<file path="src/rtl/vga_timing_pkg.sv">
// Default 640x480@60 raster timing, coordinate width and sync polarity
// shared by the VGA sync generator and its axis counters.
package vga_timing_pkg;
  localparam int H_VISIBLE = 640;
  localparam int H_FP      = 16;
  localparam int H_SYNC    = 96;
  localparam int H_BP      = 48;
  localparam int H_TOTAL   = H_VISIBLE + H_FP + H_SYNC + H_BP;

  localparam int V_VISIBLE = 480;
  localparam int V_FP      = 10;
  localparam int V_SYNC    = 2;
  localparam int V_BP      = 33;
  localparam int V_TOTAL   = V_VISIBLE + V_FP + V_SYNC + V_BP;

  localparam int COORD_W = 10;

  localparam logic SYNC_ACTIVE = 1'b0;

  function automatic logic sync_level(input logic in_sync);
    return in_sync ? SYNC_ACTIVE : ~SYNC_ACTIVE;
  endfunction
endpackage

</file>
<file path="src/rtl/vga_axis_counter.sv">
// One raster axis: wrapping counter plus sync/visible decode of the value
// the counter is about to take, so the parent can register them in step.
module vga_axis_counter
  import vga_timing_pkg::*;
#(
  parameter int TOTAL      = H_TOTAL,
  parameter int VISIBLE    = H_VISIBLE,
  parameter int SYNC_START = H_VISIBLE + H_FP,
  parameter int SYNC_END   = H_VISIBLE + H_FP + H_SYNC - 1
) (
  input  logic               clk,
  input  logic               reset,
  input  logic               en,
  output logic [COORD_W-1:0] count,
  output logic               wrap,
  output logic               in_sync,
  output logic               in_visible
);
  localparam logic [COORD_W-1:0] LAST = COORD_W'(TOTAL - 1);
  localparam logic [COORD_W-1:0] VIS  = COORD_W'(VISIBLE);
  localparam logic [COORD_W-1:0] SS   = COORD_W'(SYNC_START);
  localparam logic [COORD_W-1:0] SE   = COORD_W'(SYNC_END);

  logic [COORD_W-1:0] count_d;

  always_comb begin
    count_d = count;
    if (en) count_d = (count == LAST) ? '0 : count + 1'b1;
  end

  assign wrap       = en && (count == LAST);
  assign in_sync    = (count_d >= SS) && (count_d <= SE);
  assign in_visible = (count_d < VIS);

  always_ff @(posedge clk or negedge reset) begin
    if (!reset) count <= '0;
    else        count <= count_d;
  end
endmodule

</file>
<file path="src/rtl/vga_sync_gen.sv">
// VGA raster timing generator: H/V axis counters advanced by pix_tick,
// registered sync/visible outputs aligned with the presented coordinates.
module vga_sync_gen
  import vga_timing_pkg::*;
#(
  parameter int H_VISIBLE = vga_timing_pkg::H_VISIBLE,
  parameter int H_FP      = vga_timing_pkg::H_FP,
  parameter int H_SYNC    = vga_timing_pkg::H_SYNC,
  parameter int H_BP      = vga_timing_pkg::H_BP,
  parameter int V_VISIBLE = vga_timing_pkg::V_VISIBLE,
  parameter int V_FP      = vga_timing_pkg::V_FP,
  parameter int V_SYNC    = vga_timing_pkg::V_SYNC,
  parameter int V_BP      = vga_timing_pkg::V_BP
) (
  input  logic               clk,
  input  logic               reset,
  input  logic               pix_tick,
  output logic               hsync,
  output logic               vsync,
  output logic               video_on,
  output logic [COORD_W-1:0] pixel_x,
  output logic [COORD_W-1:0] pixel_y,
  output logic               line_start,
  output logic               frame_start
);
  logic h_wrap, h_sync, h_vis;
  logic v_wrap, v_sync, v_vis;

  vga_axis_counter #(
    .TOTAL     (H_VISIBLE + H_FP + H_SYNC + H_BP),
    .VISIBLE   (H_VISIBLE),
    .SYNC_START(H_VISIBLE + H_FP),
    .SYNC_END  (H_VISIBLE + H_FP + H_SYNC - 1)
  ) u_h (
    .clk       (clk),
    .reset     (reset),
    .en        (pix_tick),
    .count     (pixel_x),
    .wrap      (h_wrap),
    .in_sync   (h_sync),
    .in_visible(h_vis)
  );

  vga_axis_counter #(
    .TOTAL     (V_VISIBLE + V_FP + V_SYNC + V_BP),
    .VISIBLE   (V_VISIBLE),
    .SYNC_START(V_VISIBLE + V_FP),
    .SYNC_END  (V_VISIBLE + V_FP + V_SYNC - 1)
  ) u_v (
    .clk       (clk),
    .reset     (reset),
    .en        (h_wrap),
    .count     (pixel_y),
    .wrap      (v_wrap),
    .in_sync   (v_sync),
    .in_visible(v_vis)
  );

  // Reset levels match position (0,0): syncs idle, inside the visible area.
  always_ff @(posedge clk or negedge reset) begin
    if (!reset) begin
      hsync       <= ~SYNC_ACTIVE;
      vsync       <= ~SYNC_ACTIVE;
      video_on    <= 1'b1;
      line_start  <= 1'b0;
      frame_start <= 1'b0;
    end else begin
      line_start  <= h_wrap;
      frame_start <= h_wrap && v_wrap;
      if (pix_tick) begin
        hsync    <= sync_level(h_sync);
        vsync    <= sync_level(v_sync);
        video_on <= h_vis && v_vis;
      end
    end
  end
endmodule

</file>
<file path="config.mk">
export PLATFORM = sky130hd
export DESIGN_NAME = vga_sync_gen
export DESIGN_NICKNAME = d
export VERILOG_FILES = /design/src/rtl/vga_timing_pkg.sv /design/src/rtl/vga_axis_counter.sv /design/src/rtl/vga_sync_gen.sv
export SDC_FILE = /design/constraint.sdc
export NUM_CORES = 1
export LEC_CHECK = 0
export ABC_AREA = 1
export CORE_MARGIN = 5
export CORE_UTILIZATION = 45
export DETAILED_ROUTE_END_ITERATION = 8
export DONT_BUFFER_PORTS = 1
export PLACE_DENSITY_LB_ADDON = 0.08
export SYNTH_ARGS = -nofsm -noshare
export SYNTH_HDL_FRONTEND = slang
export SYNTH_SLANG_ARGS = --single-unit
</file>
<file path="constraint.sdc">
create_clock -name clk -period 3.95 [get_ports clk]
set_input_delay 0.5925 -clock clk [delete_from_list [all_inputs] [get_ports clk]]
set_output_delay 0.5925 -clock clk [all_outputs]
set_load 0.05 [all_outputs]
</file>
==> results.tsv, run 1 <==
stage	metric	value	unit
critical_path	internal reg-to-reg setup slack	1.62	ns
drt	DRT iter0 DRCs	94	
clocking	TritonCTS buffer count	3	
critical_path	critical-path cell list	ha_1 > nand2_1 > nor2_4 > nand3_4 > nor2_4 > nand2_1 > nand2_1 > nand3_2 > nand2_1 > nor2_1 > a21oi_1	
critical_path	worst setup path end	vsync$_DFFE_PN1P_	
clocking	Clk Latency, worst-skew pair	0.32	ns
logic_synthesis	combined area of all synthesized cells	0.00159	sq mm
drt	routed vias/inst	4.82	
global_routing	Overall Global Routing Usage	16.0	%
logic_synthesis	Post-synth EDFFs	0	
logic_synthesis	Yosys Warn Count	0	
run	number of violations of the max-capacitance limit	0	
timing	Setup TNS Final	0	ns
placement	routability cong.	0.823	
critical_path	element type at the critical path end	register	
critical_path	Critical Path Slowest Stage Cell	dfrtp_1	
cells_and_area	Nets	243	
logic_synthesis	Post-Synthesis Cells	234	
drt	via total after detailed routing	1358	
timing	number of endpoints with negative hold slack in the final report	0	
logic_synthesis	Synth async-reset ratio	100	%
placement	Setup WS pre-CTS	1.66	ns
cells_and_area	final core occ	49.0	%
critical_path	critical path data required time	4.20	ns
critical_path	Worst EP arrival	2.58	ns
critical_path	Reg2Reg Depth	11	
logic_synthesis	top cell type's share of synthesized area	34.6	%
critical_path	worst stage delay on the critical path	0.71	ns
power	static leakage	0.892	nW
drt	routed length per instance	12.7	microns
die	Die H	69.4	microns
clocking	CTS tree	built	
cells_and_area	number of filler cells placed in the layout	347	
clocking	Clock Sink Count	25	
critical_path	critical path startpoint category	register	
drt	DRC violation count after routing	0	
die	die width	69.4	microns
logic_synthesis	top flip-flop cell by instance count after synthesis	dfrtp_1	
clocking	Root Buffer	clkbuf_4	
drt	routed wire length	3590	microns
global_routing	vias in the first global route	1316	
timing	final critical delay including setup and external delays	2.33	ns
timing	Pins Over Slew Limit	0	
global_routing	overflow left after global routing	0	
placement	count of port buffers added during placement	0	
logic_synthesis	Synth area leader	dfrtp_1	
critical_path	end of the worst register-to-register path	vsync$_DFFE_PN1P_	
global_routing	antenna violations before repair	0	
cells_and_area	Area Overhead vs Synth	4.57	%
cells_and_area	share of final-layout standard cells stronger than drive strength 1	7.63	%
logic_synthesis	Unique masters post-synth	22	
critical_path	most frequent CP cell	nand2_1	
logic_synthesis	number of flip-flops and latches in the synthesized netlist	25	
timing	Tightest Pin Transition	1.01	ns
logic_synthesis	mean instance size in the synthesized netlist	6.79	sq um
critical_path	crit path max fanout	12	
clocking	# H-tree levels	1	
min_path	class of the most critical hold timing path	in2async	
logic_synthesis	dominant cell by count in the synthesized netlist	nand2_1	
die	core box area	0.00339	sq mm
timing	worst hold slack	0.0827	ns
logic_synthesis	synthesized net count	240	
die	effective utilization at floorplan	46.9	%
global_routing	wire length of the first global-routing pass	6430	microns
logic_synthesis	Area contributors post-synth	dfrtp_1 35%, nand2_1 18%, inv_1 9.4%	
critical_path	crit path from	u_h.count[1]$_DFF_PN0_	
timing	final-report setup violation count	0	
timing	peak clock frequency supported by timing	429	MHz
clocking	clock input transition at the sequential cells of the worst setup and hold paths	0.15	ns
timing	Setup Skew	0.0116	ns
timing	period utilisation layout	59.0	%
timing	final worst-path setup slack	1.62	ns
critical_path	worst r2r src	u_h.count[1]$_DFF_PN0_	
drt	Initial DRT Pass Iterations	4	
clocking	Gates resized, CTS repair	0	
global_routing	maximum number of pins on one net before global-route repair	23	
power	total power per unit cell area	426	mW/mm^2
timing	RSZ-0062 raised after global routing	false	
critical_path	path type of the worst setup path	reg2reg	
cells_and_area	Antenna Cells	0	
die	area of the die	0.00482	sq mm
clocking	Max Buffers Root-to-Sink	2	
logic_synthesis	part of the Yosys area used for sequential elements	39.6	%
status	outcome	complete, no violations	
logic_synthesis	leading post-synthesis cells by instance count	76 x nand2_1, 40 x inv_1, 34 x nor2_1, 22 x dfrtp_1, 18 x nand3_1	
power	worst vdd rail ir drop	0.000200	V
die	Row Count	21	
die	Boundary Pins	28	
timing	max_slew headroom	32.6	%
placement	DPL Wire Length	2780	microns
drt	count of nets left with antenna violations after detail routing	0	
critical path: cells and delay by family (launching register included):
family | cells | cell delay (ns)
AOI/OAI and AO/OA | 1 | 0.16
adders and majority gates | 1 | 0.31
DFF | 1 | 0.71
and+or+nand+nor | 9 | 1.08
worst min path at each step:
stage	start	endpoint	slack, ns	depth (start not counted)
finish	reset	hsync$_DFFE_PN1P_	0.08	0
global route	reset	hsync$_DFFE_PN1P_	0.05	0
global placement	reset	u_h.count[7]$_DFF_PN0_	0.30	0
floorplan	reset	frame_start$_DFF_PN0_	0.30	0
CTS	reset	hsync$_DFFE_PN1P_	0.07	0
detailed placement	reset	u_h.count[7]$_DFF_PN0_	0.30	0
layout make-up:
cell class                      count  area, sq um  area share, %
Inverter                           40          150           9.04
Multi-Input combinational cell    166          788           47.4
Tap cell                           46         57.6           3.46
Sequential cell                    25          629           37.9
Clock buffer                        4         26.3           1.58
Timing Repair Buffer                1         10.0          0.602
stage by stage:
stage | instance area (sq um) | instances | power, mW
global placement | 1630 | 277 | 0.590
finish | 1660 | 282 | 0.709
detailed placement | 1630 | 277 | 0.593
floorplan | 1590 | 234 | 0.558
CTS | 1660 | 282 | 0.718
global route | 1660 | 282 | 0.762
logic make-up after synthesis:
| kind of cell | synth area share [%] |
|---|---|
| AO/OA/AOI/OAI | 2.52 |
| XOR/XNOR | 1.10 |
| adder cells (fa/ha/maj) | 2.36 |
| buffers and inverters | 10.8 |
| flip-flops | 39.6 |
| AND/OR/NAND/NOR | 43.6 |
flip-flops by register name (all words and copies together), names as in the netlist:
name / cells
line_start: 1
frame_start: 1
vsync: 1
hsync: 1
u_v.count: 10
video_on: 1
u_h.count: 10
report_power, final:
part	switching (mW)	leakage, nW	internal (mW)
sequential	0.171	0.270	0.285
clock	0.0786	0.0150	0.0395
combinational	0.0854	0.607	0.0488
repair_timing:
item,CTS,global route
hold buffers,1,0
endpoints found under the hold margin,22,0
buffers inserted,0,0
cells in the final DEF, fill, tap and decap left out, types with 5 or more instances in the layout:
cell type / Yosys / final
o21ai_0: 5 / 5
inv_1: 40 / 40
nor2_1: 34 / 34
dfrtp_1: 22 / 22
nand3_1: 18 / 18
nand4_1: 9 / 9
nand2_1: 76 / 76
nand2_2: 5 / 5
routing by layer:
layer  track usage [%]  routed length, microns  part of all wire (%)  up-vias
met5                 0                       0                     0        -
met4              4.56                      39                   1.1        0
met3              3.77                     194                   5.4        4
met2              24.9                    1620                    45       25
met1              22.1                    1740                    48      605
li1                  -                       -                     -      724
Note: power is estimated with default switching activity, not from simulation.
==> run 2, diff against run 1 <==
clock period = 2.1 ns   (was 3.95 ns; I/O delays follow)
==> run 2 against run 1 <==
Effect of this change: cell count rose by 7.4%; count of clock-buffer cells in the layout is the same; sequential power rose by 35%; largest power group unchanged; flip-flop and latch count is the same; first-iteration DRC count shrank 20%.
==> results.tsv, run 2 (synthesized netlist as in run 1, its figures left out) <==
stage	metric	value	unit	change
status	outcome	complete, no violations		
clocking	Max Buffers Root-to-Sink	2		unchanged
drt	routed wire length	3620	microns	+0.81%
critical_path	worst r2r src	u_h.count[1]$_DFF_PN0_		
timing	RSZ-0062 raised after global routing	false		
timing	worst hold slack	0.119	ns	+0.0362 ns
timing	Tightest Pin Transition	0.497	ns	-0.511 ns
timing	peak clock frequency supported by timing	530	MHz	+24%
die	Boundary Pins	28		unchanged
critical_path	worst setup path end	vsync$_DFFE_PN1P_		
global_routing	Overall Global Routing Usage	15.7	%	-0.27 points
timing	final critical delay including setup and external delays	1.89	ns	-0.443 ns
die	die width	69.4	microns	unchanged
die	Die H	69.4	microns	unchanged
power	relative contribution of combinational cells to total power	42.4	%	+24 points
critical_path	path type of the worst setup path	reg2reg		
cells_and_area	final cell count without fillers	303		+7.4%
power	total power per unit cell area	778	mW/mm^2	+82%
critical_path	Worst EP arrival	2.14	ns	-0.44 ns
drt	DRT iter0 DRCs	75		-20%
timing	max_slew headroom	66.8	%	+34 points
clocking	TritonCTS buffer count	3		unchanged
cells_and_area	Antenna Cells	0		unchanged
die	area of the die	0.00482	sq mm	unchanged
cells_and_area	Area Overhead vs Synth	15.3	%	
critical_path	Reg2Reg Depth	11		unchanged
global_routing	overflow left after global routing	0		unchanged
critical_path	critical path startpoint category	register		
clocking	CTS hold repair buffers	2		+1
clocking	# H-tree levels	1		unchanged
clocking	clock input transition at the sequential cells of the worst setup and hold paths	0.12	ns	-0.03 ns
clocking	Clock Sink Count	25		unchanged
placement	routability cong.	0.888		+7.9%
global_routing	maximum number of pins on one net before global-route repair	26		+13%
cells_and_area	final core occ	54.0	%	+5.0 points
clocking	Root Buffer	clkbuf_4		
power	proportion of power drawn by the clock network	14.6	%	-2.1 points
critical_path	crit path from	u_h.count[1]$_DFF_PN0_		
clocking	CTS tree	built		
drt	via total after detailed routing	1418		+4.4%
run	number of violations of the max-capacitance limit	0		unchanged
cells_and_area	Largest regs	u_h.count (10), u_v.count (10)		
clocking	Clk Latency, worst-skew pair	0.31	ns	about the same
placement	DPL Wire Length	2900	microns	+4.3%
drt	routed length per instance	12.0	microns	-6.2%
power	switching portion of total power	44.8	%	-2.5 points
critical_path	element type at the critical path end	register		
global_routing	antenna violations before repair	0		unchanged
timing	final-report setup violation count	0		unchanged
global_routing	vias in the first global route	1291		-1.9%
critical_path	critical path data required time	2.35	ns	-1.85 ns
drt	DRC violation count after routing	0		unchanged
critical_path	internal reg-to-reg setup slack	0.21	ns	-1.41 ns
cells_and_area	share of final-layout standard cells stronger than drive strength 1	15.2	%	+7.5 points
drt	count of nets left with antenna violations after detail routing	0		unchanged
power	static leakage	0.992	nW	+11%
min_path	class of the most critical hold timing path	in2reg		
power	worst vdd rail ir drop	0.000406	V	+100%
power	switching power total	0.638	mW	+90%
power	sequential fraction of design power	43.1	%	-21 points
cells_and_area	number of filler cells placed in the layout	351		+1.2%
timing	Setup Skew	0.00216	ns	-0.00945 ns
placement	placed insts	297		+7.2%
cells_and_area	Nets	264		+8.6%
cells_and_area	commonest cells after routing, fill and taps aside	76 x nand2_1, 40 x inv_1, 34 x nor2_1		
drt	Initial DRT Pass Iterations	4		unchanged
drt	routed vias/inst	4.68		-2.8%
die	effective utilization at floorplan	46.9	%	unchanged
die	Row Count	21		unchanged
power	total internal power	0.787	mW	+110%
clocking	Gates resized, CTS repair	0		unchanged
cells_and_area	commonest non-fill, non-tap cell in the layout	nand2_1		
placement	count of port buffers added during placement	0		unchanged
timing	number of endpoints with negative hold slack in the final report	0		unchanged
timing	Pins Over Slew Limit	0		unchanged
clocking	setup fix buffers added after clock tree synthesis	0		unchanged
critical_path	end of the worst register-to-register path	vsync$_DFFE_PN1P_		
global_routing	wire length of the first global-routing pass	6210	microns	-3.4%
die	core box area	0.00339	sq mm	unchanged
critical_path	crit path max fanout	6		-6
timing	Setup TNS Final	0	ns	unchanged
timing	period utilisation layout	89.8	%	+31 points
==> run 2: cell count changes in the layout (fill, tap and decap cells not counted), sizes merged <==
cell	delta
buf	+21
==> run 2: layout make-up <==
class | count | area (sq um) | share of cell area, %
Tap cell | 46 | 57.6 | 3.14
Clock buffer | 4 | 26.3 | 1.43
Timing Repair Buffer | 22 | 180 | 9.84
Multi-Input combinational cell | 166 | 788 | 43.0
Inverter | 40 | 150 | 8.20
Sequential cell | 25 | 629 | 34.4
==> run 2: power groups by stage <==
stage,clock [mW],sequential [mW],combinational [mW]
3_3_place_gp,0,0.621,0.591
4_1_cts,0.227,0.615,0.608
2_1_floorplan,0,0.842,0.207
6_report,0.208,0.614,0.604
5_1_grt,0.249,0.625,0.657
3_5_place_dp,0,0.624,0.590
==> run 2: how the worst min path moves through the flow <==
stage,depth (start not counted),end,start,slack [ns]
floorplan,0,frame_start$_DFF_PN0_,reset,0.02
global placement,0,u_h.count[7]$_DFF_PN0_,reset,0.02
detailed placement,0,u_h.count[9]$_DFF_PN0_,reset,0.02
CTS,2,vsync$_DFFE_PN1P_,pix_tick,0.1
global route,2,vsync$_DFFE_PN1P_,pix_tick,0.09
finish,2,vsync$_DFFE_PN1P_,pix_tick,0.12
==> run 2: stage by stage <==
| stage | total power, mW | setup WS [ns] | area, sq um |
|---|---|---|---|
| 2_1_floorplan | 1.05 | 0.0949 | 1590 |
| 3_3_place_gp | 1.21 | 0.298 | 1780 |
| 3_5_place_dp | 1.21 | 0.271 | 1780 |
| 4_1_cts | 1.45 | 0.235 | 1830 |
| 5_1_grt | 1.53 | 0.0440 | 1830 |
| 6_report | 1.43 | 0.214 | 1830 |
==> run 2: layer usage <==
layer	GRT usage, %	vias to the layer above	routed length (microns)
met2	23.8	18	1580
met1	22.3	632	1860
met3	5.36	2	170
met5	0	-	0
met4	1.95	0	15
li1	-	766	-
==> run 2: critical path: stages, from the launching register on <==
cell     delay (ns)
dfrtp_1        0.38
ha_1           0.20
inv_1          0.05
nor2_1         0.19
nand3_1        0.10
nor2_1         0.40
nand2_1        0.09
nand2_1        0.11
nor2_1         0.05
nand2_1        0.08
nor2_1         0.05
a21oi_1        0.12
==> run 3, diff against run 2 <==
--- a/config.mk
+++ b/config.mk
@@ -9,4 +9,5 @@
 export CORE_MARGIN = 5
 export CORE_UTILIZATION = 45
+export CTS_CLUSTER_SIZE = 40
 export DETAILED_ROUTE_END_ITERATION = 8
 export DONT_BUFFER_PORTS = 1
==> constraint.sdc (replaced) <==
create_clock -name clk -period 2 [get_ports clk]
set_input_delay 0.3 -clock clk [delete_from_list [all_inputs] [get_ports clk]]
set_output_delay 0.3 -clock clk [all_outputs]
set_load 0.1 [all_outputs]
==> run 3 against run 2 <==
Effect of this change: via count is 4.1% higher; routed wire length is 1.1% lower; global-route usage is 0.69 points lower; count of clock-buffer cells in the layout is 1 lower; clock skew hardly changed.
==> results.tsv, run 3 (synthesized netlist as in run 1, its figures left out) <==
stage	metric	value	unit	change
cells_and_area	Antenna Cells	0		unchanged
critical_path	critical path data required time	2.26	ns	-0.09 ns
cells_and_area	Nets	275		+4.2%
cells_and_area	design area	0.00194	sq mm	+6.1%
critical_path	element type at the critical path end	register		
critical_path	Reg2Reg Depth	12		+1
global_routing	antenna violations before repair	0		unchanged
critical_path	crit path max fanout	8		+2
critical_path	end of the worst register-to-register path	vsync$_DFFE_PN1P_		
timing	final-report setup violation count	0		unchanged
die	die width	69.4	microns	unchanged
die	Die H	69.4	microns	unchanged
power	worst vdd rail ir drop	0.000574	V	+41%
clocking	CTS tree	built		
critical_path	Worst EP arrival	2.14	ns	about the same
cells_and_area	share of final-layout standard cells stronger than drive strength 1	24.3	%	+9.1 points
critical_path	critical path startpoint category	register		
global_routing	maximum number of pins on one net before global-route repair	26		unchanged
min_path	class of the most critical hold timing path	in2reg		
cells_and_area	final core occ	57.4	%	+3.3 points
placement	Placed Area	0.00182	sq mm	+2.4%
global_routing	global routing's busiest layer	met2		
clocking	Max Buffers Root-to-Sink	2		unchanged
global_routing	overflow left after global routing	0		unchanged
drt	via total after detailed routing	1476		+4.1%
power	total power per unit cell area	911	mW/mm^2	+17%
drt	DRC violation count after routing	0		unchanged
timing	Pins Over Slew Limit	0		unchanged
placement	DPL Wire Length	2780	microns	-4.2%
global_routing	Overall Global Routing Usage	15.0	%	-0.69 points
timing	max_slew headroom	65.8	%	-0.91 points
die	effective utilization at floorplan	46.9	%	unchanged
placement	count of port buffers added during placement	0		unchanged
timing	number of endpoints with negative hold slack in the final report	0		unchanged
global_routing	global routing usage on met3	5.22	%	-0.14 points
cells_and_area	FF/Latch Area	649	sq um	+3.2%
global_routing	wire length of the first global-routing pass	6090	microns	-1.9%
min_path	hold path startpoint	pix_tick		
power	static leakage	1.04	nW	+5.0%
drt	routed wire length	3580	microns	-1.1%
run	number of violations of the max-capacitance limit	0		unchanged
cells_and_area	Area Overhead vs Synth	22.4	%	
timing	Setup Skew	0.00219	ns	+0.0000295 ns
timing	final critical delay including setup and external delays	1.88	ns	-0.00526 ns
clocking	# H-tree levels	1		unchanged
timing	peak clock frequency supported by timing	532	MHz	+0.28%
drt	routed vias/inst	4.70		+0.44%
cells_and_area	commonest non-fill, non-tap cell in the layout	nand2_1		
cells_and_area	area of combinational cells with multiple inputs	793	sq um	+0.63%
critical_path	worst r2r src	u_h.count[0]$_DFF_PN0_		
die	core box area	0.00339	sq mm	unchanged
global_routing	grt met2 use	23.7	%	-0.11 points
placement	routability cong.	0.872		-1.7%
global_routing	vias in the first global route	1314		+1.8%
status	outcome	complete, no violations		
cells_and_area	commonest cells after routing, fill and taps aside	76 x nand2_1, 40 x inv_1, 33 x nor2_1		
die	Row Count	21		unchanged
die	Boundary Pins	28		unchanged
min_path	worst hold path endpoint	vsync$_DFFE_PN1P_		
clocking	TritonCTS buffer count	3		unchanged
min_path	hold path depth	2		unchanged
critical_path	internal reg-to-reg setup slack	0.12	ns	-0.09 ns
timing	Tightest Pin Transition	0.512	ns	+0.0155 ns
cells_and_area	Largest regs	u_h.count (10), u_v.count (10)		
clocking	clock input transition at the sequential cells of the worst setup and hold paths	0.13	ns	about the same
global_routing	GR Util met1	20.4	%	-1.8 points
drt	count of nets left with antenna violations after detail routing	0		unchanged
drt	Initial DRT Pass Iterations	4		unchanged
cells_and_area	number of filler cells placed in the layout	331		-5.7%
clocking	Root Buffer	clkbuf_4		
clocking	Clock Sink Count	25		unchanged
critical_path	path type of the worst setup path	reg2reg		
die	area of the die	0.00482	sq mm	unchanged
drt	routed length per instance	11.4	microns	-4.6%
timing	period utilisation layout	94.1	%	+4.2 points
drt	DRT iter0 DRCs	88		+17%
clocking	Clk Latency, worst-skew pair	0.32	ns	about the same
run 3: stage by stage:
stage / hold WS [ns] / power [mW] / setup slack, ns / setup TNS [ns] / instances
6_report: 0.0898 / 1.77 / 0.119 / 0 / 314
3_5_place_dp: 0.00510 / 1.53 / 0.151 / 0 / 300
3_3_place_gp: 0.00502 / 1.54 / 0.208 / 0 / 300
5_1_grt: 0.0818 / 1.87 / -0.0100 / -0.0100 / 314
4_1_cts: 0.0830 / 1.78 / 0.0939 / 0 / 306
2_1_floorplan: 0.00441 / 1.36 / 0.0261 / 0 / 234
run 3: worst max-delay path by stage:
| stage | startpoint | to | slack (ns) | cells after the start |
|---|---|---|---|---|
| after floorplan | u_h.count[5]$_DFF_PN0_ | vsync$_DFFE_PN1P_ | 0.03 | 9 |
| after global placement | u_h.count[0]$_DFF_PN0_ | vsync$_DFFE_PN1P_ | 0.21 | 11 |
| after detailed placement | u_h.count[0]$_DFF_PN0_ | vsync$_DFFE_PN1P_ | 0.15 | 11 |
| after CTS | u_h.count[0]$_DFF_PN0_ | vsync$_DFFE_PN1P_ | 0.09 | 11 |
| after global routing | u_h.count[0]$_DFF_PN0_ | vsync$_DFFE_PN1P_ | -0.01 | 12 |
| final | u_h.count[0]$_DFF_PN0_ | vsync$_DFFE_PN1P_ | 0.12 | 12 |
run 3: report_power, final:
| group | switching (mW) | total (mW) | internal (mW) |
|---|---|---|---|
| Combinational | 0.690 | 0.876 | 0.186 |
| Clock | 0.152 | 0.227 | 0.0751 |
| Sequential | 0.0839 | 0.667 | 0.583 |
| Total | 0.926 | 1.77 | 0.844 |
run 3: routing by layer:
metal / routed length [microns] / vias to the layer above / part of all wire (%)
li1: - / 788 / -
met1: 1730 / 662 / 48
met2: 1650 / 24 / 46
met3: 189 / 2 / 5.3
met4: 17 / 0 / 0.47
met5: 0 / - / 0
run 3: critical path, stage by stage (launching register included):
cell and delay (ns):
dfrtp_4 0.45, ha_2 0.20, nand2_1 0.09, nor2_4 0.19
nand3_4 0.11, nor2_4 0.23, buf_6 0.15, nand2_2 0.05
nand2_2 0.06, nand2_2 0.05, nand3_2 0.06, nor2_1 0.05
a21oi_1 0.12
run 3: timing repair:
action                     CTS  global route
setup endpoints to repair    0             2
setup buffers                0             8
hold endpoints to repair    25             0
hold buffers                 2             0
gates resized for setup      0             3
run 3: cell type report:
type / count / area share [%]
Tap cell: 46 / 2.96
Sequential cell: 25 / 33.4
Clock inverter: 1 / 0.257
Inverter: 40 / 7.72
Timing Repair Buffer: 33 / 13.7
Clock buffer: 3 / 1.16
Multi-Input combinational cell: 166 / 40.8
